==> config.mk <==
export PLATFORM = sky130hd
export DESIGN_NAME = stopwatch_lap_ctrl
export DESIGN_NICKNAME = d
export VERILOG_FILES = /design/src/rtl/stopwatch_lap_ctrl_pkg.sv /design/src/rtl/stopwatch_lap_ctrl_fnd.sv /design/src/rtl/stopwatch_lap_ctrl.sv
export SDC_FILE = /design/constraint.sdc
export NUM_CORES = 1
export LEC_CHECK = 0
export ABC_AREA = 1
export CAP_MARGIN = 20
export CORE_MARGIN = 2
export CORE_UTILIZATION = 53
export CTS_CLUSTER_SIZE = 24
export DETAILED_ROUTE_END_ITERATION = 7
export HOLD_SLACK_MARGIN = 0.1
export MAX_ROUTING_LAYER = met4
export PLACE_DENSITY_LB_ADDON = 0.25
export SLEW_MARGIN = 20
export SYNTH_ARGS = -nofsm -noshare
export SYNTH_HDL_FRONTEND = slang
export SYNTH_HIERARCHICAL = 1
export SYNTH_SLANG_ARGS = --single-unit
==> constraint.sdc <==
create_clock -name i_Clk -period 3.3 [get_ports i_Clk]
set_input_delay 0.495 -clock i_Clk [delete_from_list [all_inputs] [get_ports i_Clk]]
set_output_delay 0.495 -clock i_Clk [all_outputs]
set_load 0.005 [all_outputs]
==> src/rtl/stopwatch_lap_ctrl_pkg.sv <==
// Shared types for the stopwatch lap/split controller.
// Display-source states and the packed three-digit lap word.
package stopwatch_lap_ctrl_pkg;

  localparam int LAP_W = 12;

  typedef enum logic [1:0] {
    ST_LIVE   = 2'b00,
    ST_HOLD   = 2'b01,
    ST_RECALL = 2'b10
  } state_e;

  typedef logic [LAP_W-1:0] lap_t;

  function automatic lap_t pack_lap(
    input logic [3:0] d2,
    input logic [3:0] d1,
    input logic [3:0] d0
  );
    return {d2, d1, d0};
  endfunction

endpackage

==> src/rtl/stopwatch_lap_ctrl_fnd.sv <==
// FND decoder: one BCD digit to an active-high gfedcba pattern.
// Codes above 9 blank the digit.
module stopwatch_lap_ctrl_fnd (
  input  logic [3:0] i_Num,
  output logic [6:0] o_Seg
);

  always_comb begin
    o_Seg = 7'h00;
    case (i_Num)
      4'd0:    o_Seg = 7'h3F;
      4'd1:    o_Seg = 7'h06;
      4'd2:    o_Seg = 7'h5B;
      4'd3:    o_Seg = 7'h4F;
      4'd4:    o_Seg = 7'h66;
      4'd5:    o_Seg = 7'h6D;
      4'd6:    o_Seg = 7'h7D;
      4'd7:    o_Seg = 7'h07;
      4'd8:    o_Seg = 7'h7F;
      4'd9:    o_Seg = 7'h6F;
      default: o_Seg = 7'h00;
    endcase
  end

endmodule

==> src/rtl/stopwatch_lap_ctrl.sv <==
// Lap/split controller: captures live BCD time on lap presses,
// holds new laps on the display and lets the user step through them.
module stopwatch_lap_ctrl
  import stopwatch_lap_ctrl_pkg::*;
#(
  parameter int DEPTH    = 4,
  parameter int HOLD_CLK = 100_000_000*2 - 1,
  parameter int HOLD_W   = 28
) (
  input  logic       i_Clk,
  input  logic       i_Rst,
  input  logic       i_fLap,
  input  logic       i_fView,
  input  logic       i_fClr,
  input  logic       i_fRun,
  input  logic [3:0] i_Sec0,
  input  logic [3:0] i_Sec1,
  input  logic [3:0] i_Sec2,
  output logic [6:0] o_Disp0,
  output logic [6:0] o_Disp1,
  output logic [6:0] o_Disp2,
  output logic [3:0] o_LapCnt,
  output logic [2:0] o_LapIdx,
  output logic       o_fFull,
  output logic       o_fView
);

  localparam int PTR_W = (DEPTH > 1) ? $clog2(DEPTH) : 1;
  localparam logic [3:0] DEPTH_C = 4'(DEPTH);
  localparam logic [PTR_W-1:0] PTR_ONE = PTR_W'(1);
  localparam logic [HOLD_W-1:0] HOLD_END = HOLD_W'(HOLD_CLK);

  state_e state_q, state_d;

  logic [3:0]        cnt_q, cnt_d;
  logic [PTR_W-1:0]  ptr_q, ptr_d;
  logic [2:0]        idx_q, idx_d;
  logic [HOLD_W-1:0] hold_q, hold_d;

  logic lap_prev_q, lap_prev_d;
  logic view_prev_q, view_prev_d;
  logic clr_prev_q, clr_prev_d;

  lap_t mem_q [DEPTH];
  lap_t mem_d [DEPTH];

  logic raw_lap, raw_view;
  logic ev_clr, ev_lap, ev_view;
  logic full, can_store, store;
  logic idx_last;

  lap_t live_word, disp_word;

  // Press = pin low now while the registered copy is still high.
  assign raw_lap  = ~i_fLap & lap_prev_q;
  assign raw_view = ~i_fView & view_prev_q;
  assign ev_clr   = ~i_fClr & clr_prev_q;
  assign ev_lap   = raw_lap & ~ev_clr;
  assign ev_view  = raw_view & ~ev_clr & ~raw_lap;

  assign full      = (cnt_q == DEPTH_C);
  assign can_store = ev_lap & i_fRun & ~full;
  assign store     = can_store & (state_q != ST_RECALL);
  assign idx_last  = (({1'b0, idx_q} + 4'd1) >= cnt_q);

  assign live_word = pack_lap(i_Sec2, i_Sec1, i_Sec0);

  // State register
  always_ff @(posedge i_Clk or negedge i_Rst) begin
    if (!i_Rst) begin
      state_q <= ST_LIVE;
    end else begin
      state_q <= state_d;
    end
  end

  // Next-state logic
  always_comb begin
    state_d = state_q;
    unique case (state_q)
      ST_LIVE: begin
        if (ev_clr)
          state_d = ST_LIVE;
        else if (can_store)
          state_d = ST_HOLD;
        else if (ev_view && cnt_q != 4'd0)
          state_d = ST_RECALL;
      end
      ST_HOLD: begin
        if (ev_clr)
          state_d = ST_LIVE;
        else if (can_store)
          state_d = ST_HOLD;
        else if (ev_view)
          state_d = ST_RECALL;
        else if (hold_q == HOLD_END)
          state_d = ST_LIVE;
      end
      ST_RECALL: begin
        if (ev_clr)
          state_d = ST_LIVE;
        else if (ev_view && idx_last)
          state_d = ST_LIVE;
      end
      default: state_d = ST_LIVE;
    endcase
  end

  // Display source and view flag
  always_comb begin
    disp_word = live_word;
    o_fView   = 1'b0;
    unique case (state_q)
      ST_LIVE:   disp_word = live_word;
      ST_HOLD:   disp_word = mem_q[ptr_q - PTR_ONE];
      ST_RECALL: begin
        disp_word = mem_q[idx_q[PTR_W-1:0]];
        o_fView   = 1'b1;
      end
      default:   disp_word = live_word;
    endcase
  end

  // Datapath next values
  always_comb begin
    lap_prev_d  = i_fLap;
    view_prev_d = i_fView;
    clr_prev_d  = i_fClr;

    cnt_d = cnt_q;
    ptr_d = ptr_q;
    mem_d = mem_q;

    if (ev_clr) begin
      cnt_d = 4'd0;
      ptr_d = '0;
    end else if (store) begin
      cnt_d = cnt_q + 4'd1;
      ptr_d = ptr_q + PTR_ONE;
      mem_d[ptr_q] = live_word;
    end

    if (state_q == ST_HOLD && !store)
      hold_d = hold_q + HOLD_W'(1);
    else
      hold_d = '0;

    idx_d = idx_q;
    if (ev_clr)
      idx_d = 3'd0;
    else if (state_q == ST_RECALL && ev_view)
      idx_d = idx_last ? 3'd0 : idx_q + 3'd1;
    else if (state_q != ST_RECALL && state_d == ST_RECALL)
      idx_d = 3'd0;
  end

  always_ff @(posedge i_Clk or negedge i_Rst) begin
    if (!i_Rst) begin
      cnt_q       <= 4'd0;
      ptr_q       <= '0;
      idx_q       <= 3'd0;
      hold_q      <= '0;
      lap_prev_q  <= 1'b1;
      view_prev_q <= 1'b1;
      clr_prev_q  <= 1'b1;
      for (int i = 0; i < DEPTH; i++)
        mem_q[i] <= '0;
    end else begin
      cnt_q       <= cnt_d;
      ptr_q       <= ptr_d;
      idx_q       <= idx_d;
      hold_q      <= hold_d;
      lap_prev_q  <= lap_prev_d;
      view_prev_q <= view_prev_d;
      clr_prev_q  <= clr_prev_d;
      mem_q       <= mem_d;
    end
  end

  assign o_LapCnt = cnt_q;
  assign o_LapIdx = idx_q;
  assign o_fFull  = full;

  stopwatch_lap_ctrl_fnd u_fnd0 (
    .i_Num (disp_word[3:0]),
    .o_Seg (o_Disp0)
  );

  stopwatch_lap_ctrl_fnd u_fnd1 (
    .i_Num (disp_word[7:4]),
    .o_Seg (o_Disp1)
  );

  stopwatch_lap_ctrl_fnd u_fnd2 (
    .i_Num (disp_word[11:8]),
    .o_Seg (o_Disp2)
  );

endmodule

==> results <==
- The worst hold path terminates at hold_q[0]$_DFF_PN0_.
- The startpoint-to-endpoint class of the critical path is reg -> out.
- The run finished, with violations left.
- Relative to the synthesized area, the layout overhead comes to 20.0%.
- The first global-routing pass estimated 24.4 mm of wire.
- The total area inside the core boundary comes to 0.0108 mm².
- The transition time at the pin with the least slew margin is 0.515 ns.
- The number of antenna diodes in the final layout is 0.
- The number of CTS-inserted buffers is 9.
- The layer flagged by global routing as most heavily used is met2.
- Global routing finished with a remaining overflow of 0.
- The data required time at the worst endpoint is 2.80 ns.
- Summed over all nets, the half-perimeter wirelength after detailed placement is 10.2 mm.
- Sequential elements use 38.2% of the synthesized area.
- The filler cell count in the final layout is 920.
- The initial core utilization is 54.5%.
- The met2 capacity usage during global routing is 43.3%.
- In the synthesized netlist, the number of instances is 831.
- After layout, the worst setup slack is -0.0877 ns.
- After synthesis the cells add up to 0.00591 mm².
- Summed over all cells, the static leakage comes to 3.25 nW.
- The floorplan step defined a die boundary enclosing 0.0120 mm².
- By area the synthesized netlist is led by sky130_fd_sc_hd__dfrtp_1, sky130_fd_sc_hd__nand2_1, sky130_fd_sc_hd__ha_1.
- Synthesis produced a netlist with a net count of 883.
- The count of final max-slew check failures is 0.
- At the end of the flow, the number of nets in the layout was 954.
- CTS saw 90 sinks.
- The via count of the first global-routing pass is 5,426.
- During I/O placement, the number of pins put on the boundary was 48.
- The power per unit of standard cell area is 810 mW/mm².
- The internal power consumption is 0.00336 W.
- The flop-to-flop setup slack is 0.82 ns.
- The share of the clock period used by the worst path is 103%.
- STA classifies the critical path endpoint as an output port.
- The origin of the worst min-delay path is hold_q[0]$_DFF_PN0_.
- The total of max-cap violations is 0.
- The tightest min-delay check is of the reg -> reg type.
- The cell chosen for the clock root is sky130_fd_sc_hd__clkbuf_8.
- The cell depth of the worst hold path is 1.
- Derived from the worst setup path, the maximum achievable clock frequency is 295 MHz.
- The count of nets left with antenna violations once routing finished came out at 0.
- The largest voltage drop on the vdd net is 0.758 mV.
- The routed design has 14.7 mm of wire.
- In this run the power spent charging and discharging nets is 0.00239 W.
- sky130_fd_sc_hd__nand2_1 is the most common cell in the netlist.
- The met1 usage is 33.2%.
- The number of DRC violations after detailed-routing iteration 0 is 506.
- The total global routing track utilization is 26.6%.
- In the routed design, unresolved DRC markers number 0.
- The clock tree from TritonCTS is yes.
- The number of different library cells used by synthesis comes to 34.
- The global-route track usage on met3 is 4.33%.
- Power comes to 0.00575 W.
- The most used flip-flop cell after synthesis is sky130_fd_sc_hd__dfrtp_1.
- After detailed routing, the average wire length per cell comes to 14.1 µm.
- The first TritonRoute pass finished after 5 iterations.
- Counting cells, the worst reg-to-reg path comes to 17.
- The final-report setup violation count is 13.
- Per report_power, the sequential group accounts for 26.0% of the total.
- The combinational power share is 59.9%.
- Headroom to the max-slew limit came out at 65.7%.
- The count of buffers added on input and output ports is 47.
- The fraction of final layout cells sized beyond drive strength 1 is 14.4%.
- Of all nets on the critical path, the largest fanout is 16.
- The area share of the largest cell type after synthesis is 36.8%.
- The part of the total power dissipated in the clock network is 14.1%.
- After clock tree synthesis, the clock-pin slew on the worst setup and hold paths is 0.11 ns.
- The clock tree synthesis step divided the H-tree into 3 levels.
- In the synthesized netlist the async set-or-reset flop fraction comes to 100%.
- Measured along the x axis, the die boundary spans 110 µm.
- The time the final worst path needs with I/O delays and setup is 3.39 ns.
- The number of antenna violations at the first check in global routing was 0.
- Setup repair after global routing could not meet its margin everywhere.
- Routability-driven placement finished with a final weighted congestion of 0.908.
- OpenSTA, run right after detailed placement, puts the worst setup slack at -0.00110 ns.
- The number of synthesized flops with an enable pin is 0.
- Entering global routing, the biggest net connects 41 pins.
- The number of synthesis warnings is 6.
- Each instance of the synthesized netlist takes up on average 7.11 µm².
- The arrival time of the worst setup path is 2.89 ns.
- The final reports fail on negative setup slack.
- Cells fill 65.4% of the core in the end.
- The final clock skew is 0.0213 ns.
- The startpoint identified for the worst register-to-register timing path is o_LapIdx[0]$_DFFE_PN0P_.
- Net switching is 41.6% of the power.
- Counting along the longest clock path gives a buffer depth of 2.
- The endpoint of the worst-slack reg-to-reg timing path is o_LapIdx[2]$_DFFE_PN0P_.
- The die span in y is 110 µm.
- The worst setup path is launched from a flip-flop.
- The synthesized design contains 90 register bits.
- The via total after detailed routing is 5,672.
- The final hold violation count is 0.
- After synthesis, the most frequently instantiated cells are sky130_fd_sc_hd__nand2_1, sky130_fd_sc_hd__dfrtp_1, sky130_fd_sc_hd__nor2_1.
- The number of core rows is 38.
- Summed over all instances, the cell type with the most area after synthesis is sky130_fd_sc_hd__dfrtp_1.
- The via count normalized by instance count is 5.42.
- For the worst-skew pair, the clock arrives at the later sink with an insertion delay of 0.39 ns.
==> per-stage QoR <==
step	TNS, ns	hold slack, ns	instances	area [µm²]
finish	-0.607	0.491	1047	7090
global route	-3.61	0.522	1047	7090
detailed placement	-0.00110	0.477	1022	6690
global placement	0	0.466	1022	6690
CTS	-0.506	0.497	1046	7040
floorplan	0	0.199	831	5920
==> worst max-delay path, stage by stage, from the launching register on <==
cell                              delay [ns]
sky130_fd_sc_hd__dfrtp_1                0.41
sky130_fd_sc_hd__inv_2                  0.09
sky130_fd_sc_hd__ha_4                   0.26
sky130_fd_sc_hd__a21oi_1                0.14
sky130_fd_sc_hd__o21ai_0                0.09
sky130_fd_sc_hd__o21ai_1                0.10
sky130_fd_sc_hd__nand2_1                0.11
sky130_fd_sc_hd__a31oi_4                0.19
sky130_fd_sc_hd__buf_4                  0.13
sky130_fd_sc_hd__buf_4                  0.11
sky130_fd_sc_hd__ha_1                   0.13
sky130_fd_sc_hd__nand2_1                0.04
sky130_fd_sc_hd__o21ai_0                0.07
sky130_fd_sc_hd__nand2_1                0.08
sky130_fd_sc_hd__nand2_1                0.06
sky130_fd_sc_hd__clkdlybuf4s50_1        0.49
==> metal layers <==
metal	wire length (µm)	share of wire (%)	vias to the layer above
met5	0	0	-
met4	253	1.7	0
met3	885	6.0	27
met2	7030	48	182
met1	6570	45	2638
li1	-	-	2825
==> cell families after synthesis <==
family,after synthesis,share of synthesized area (%)
DFF,90,38.2
AOI/OAI and AO/OA,193,16.8
buffers and inverters,126,8.28
xor gates and xnor gates,9,1.33
and+or+nand+nor,379,28.2
adders and majority gates,34,7.20
==> repair_timing <==
item / 4_1_cts / 5_1_grt
buffers inserted: 7 / 1
hold buffers: 1 / 0
resized for setup: 28 / 9
endpoints found under the setup margin: 21 / 21
pin swaps: 3 / 2
hold endpoints to repair: 30 / 0
==> placed cells by master (no fill, tap or decap), types with 2 or more instances in the layout <==
cell / count
sky130_fd_sc_hd__nand2_1: 218
sky130_fd_sc_hd__a21oi_1: 40
sky130_fd_sc_hd__nor2_1: 82
sky130_fd_sc_hd__clkinvlp_4: 2
sky130_fd_sc_hd__nand3_2: 6
sky130_fd_sc_hd__o21ai_1: 65
sky130_fd_sc_hd__dlygate4sd2_1: 4
sky130_fd_sc_hd__a21boi_0: 2
sky130_fd_sc_hd__o21a_1: 2
sky130_fd_sc_hd__nand3_1: 25
sky130_fd_sc_hd__a31oi_4: 4
sky130_fd_sc_hd__nand2_2: 9
sky130_fd_sc_hd__inv_2: 20
sky130_fd_sc_hd__nor2_4: 6
sky130_fd_sc_hd__nor2_2: 5
sky130_fd_sc_hd__buf_4: 42
sky130_fd_sc_hd__ha_2: 2
sky130_fd_sc_hd__ha_1: 31
sky130_fd_sc_hd__nand4_1: 8
sky130_fd_sc_hd__clkinv_4: 2
sky130_fd_sc_hd__inv_1: 73
sky130_fd_sc_hd__nor3_1: 10
sky130_fd_sc_hd__clkbuf_8: 10
sky130_fd_sc_hd__xor2_1: 8
sky130_fd_sc_hd__nor3_2: 3
sky130_fd_sc_hd__inv_6: 2
sky130_fd_sc_hd__clkdlybuf4s50_1: 42
sky130_fd_sc_hd__a31oi_1: 3
sky130_fd_sc_hd__dfrtp_1: 86
sky130_fd_sc_hd__nor3b_1: 2
sky130_fd_sc_hd__dfstp_2: 3
sky130_fd_sc_hd__a31oi_2: 6
sky130_fd_sc_hd__o21ai_0: 70
==> sequential cells by signal, indices dropped and copies added (netlist names) <==
signal	flops
clr_prev_q	1
mem_q	48
hold_q	28
o_LapCnt	4
lap_prev_q	1
state_q	2
view_prev_q	1
o_LapIdx	3
ptr_q	2
==> cell type report <==
type	instances	area, µm²	share of cell area (%)
clock buffer	10	138	1.94
clock inverter	6	72.6	1.02
inverter	96	367	5.17
multi-input combinational	615	3290	46.3
sequential	90	2260	31.8
tap	140	175	2.47
timing repair buffer	90	796	11.2
==> power groups by stage <==
stage	combinational [W]	sequential (W)	clock, W
6_report	0.00344	0.00149	0.000811
5_1_grt	0.00389	0.00152	0.000873
4_1_cts	0.00336	0.00149	0.000827
3_5_place_dp	0.00324	0.00152	0
3_3_place_gp	0.00313	0.00150	0
2_1_floorplan	0.00182	0.00148	0
==> worst max path at each step <==
stage                    startpoint         end  slack, ns  cells past startpoint
6_report       ptr_q[0]$_DFFE_PN0P_  o_Disp1[4]      -0.09                     15
5_1_grt        ptr_q[1]$_DFFE_PN0P_  o_Disp1[4]      -0.29                     14
4_1_cts        ptr_q[1]$_DFFE_PN0P_  o_Disp0[4]      -0.07                     13
3_5_place_dp   ptr_q[1]$_DFFE_PN0P_  o_Disp1[3]     -0.001                     13
3_3_place_gp   ptr_q[1]$_DFFE_PN0P_  o_Disp0[4]       0.06                     13
2_1_floorplan  ptr_q[0]$_DFFE_PN0P_  o_Disp1[3]      0.004                     16
(Power assumes the default switching activity.)
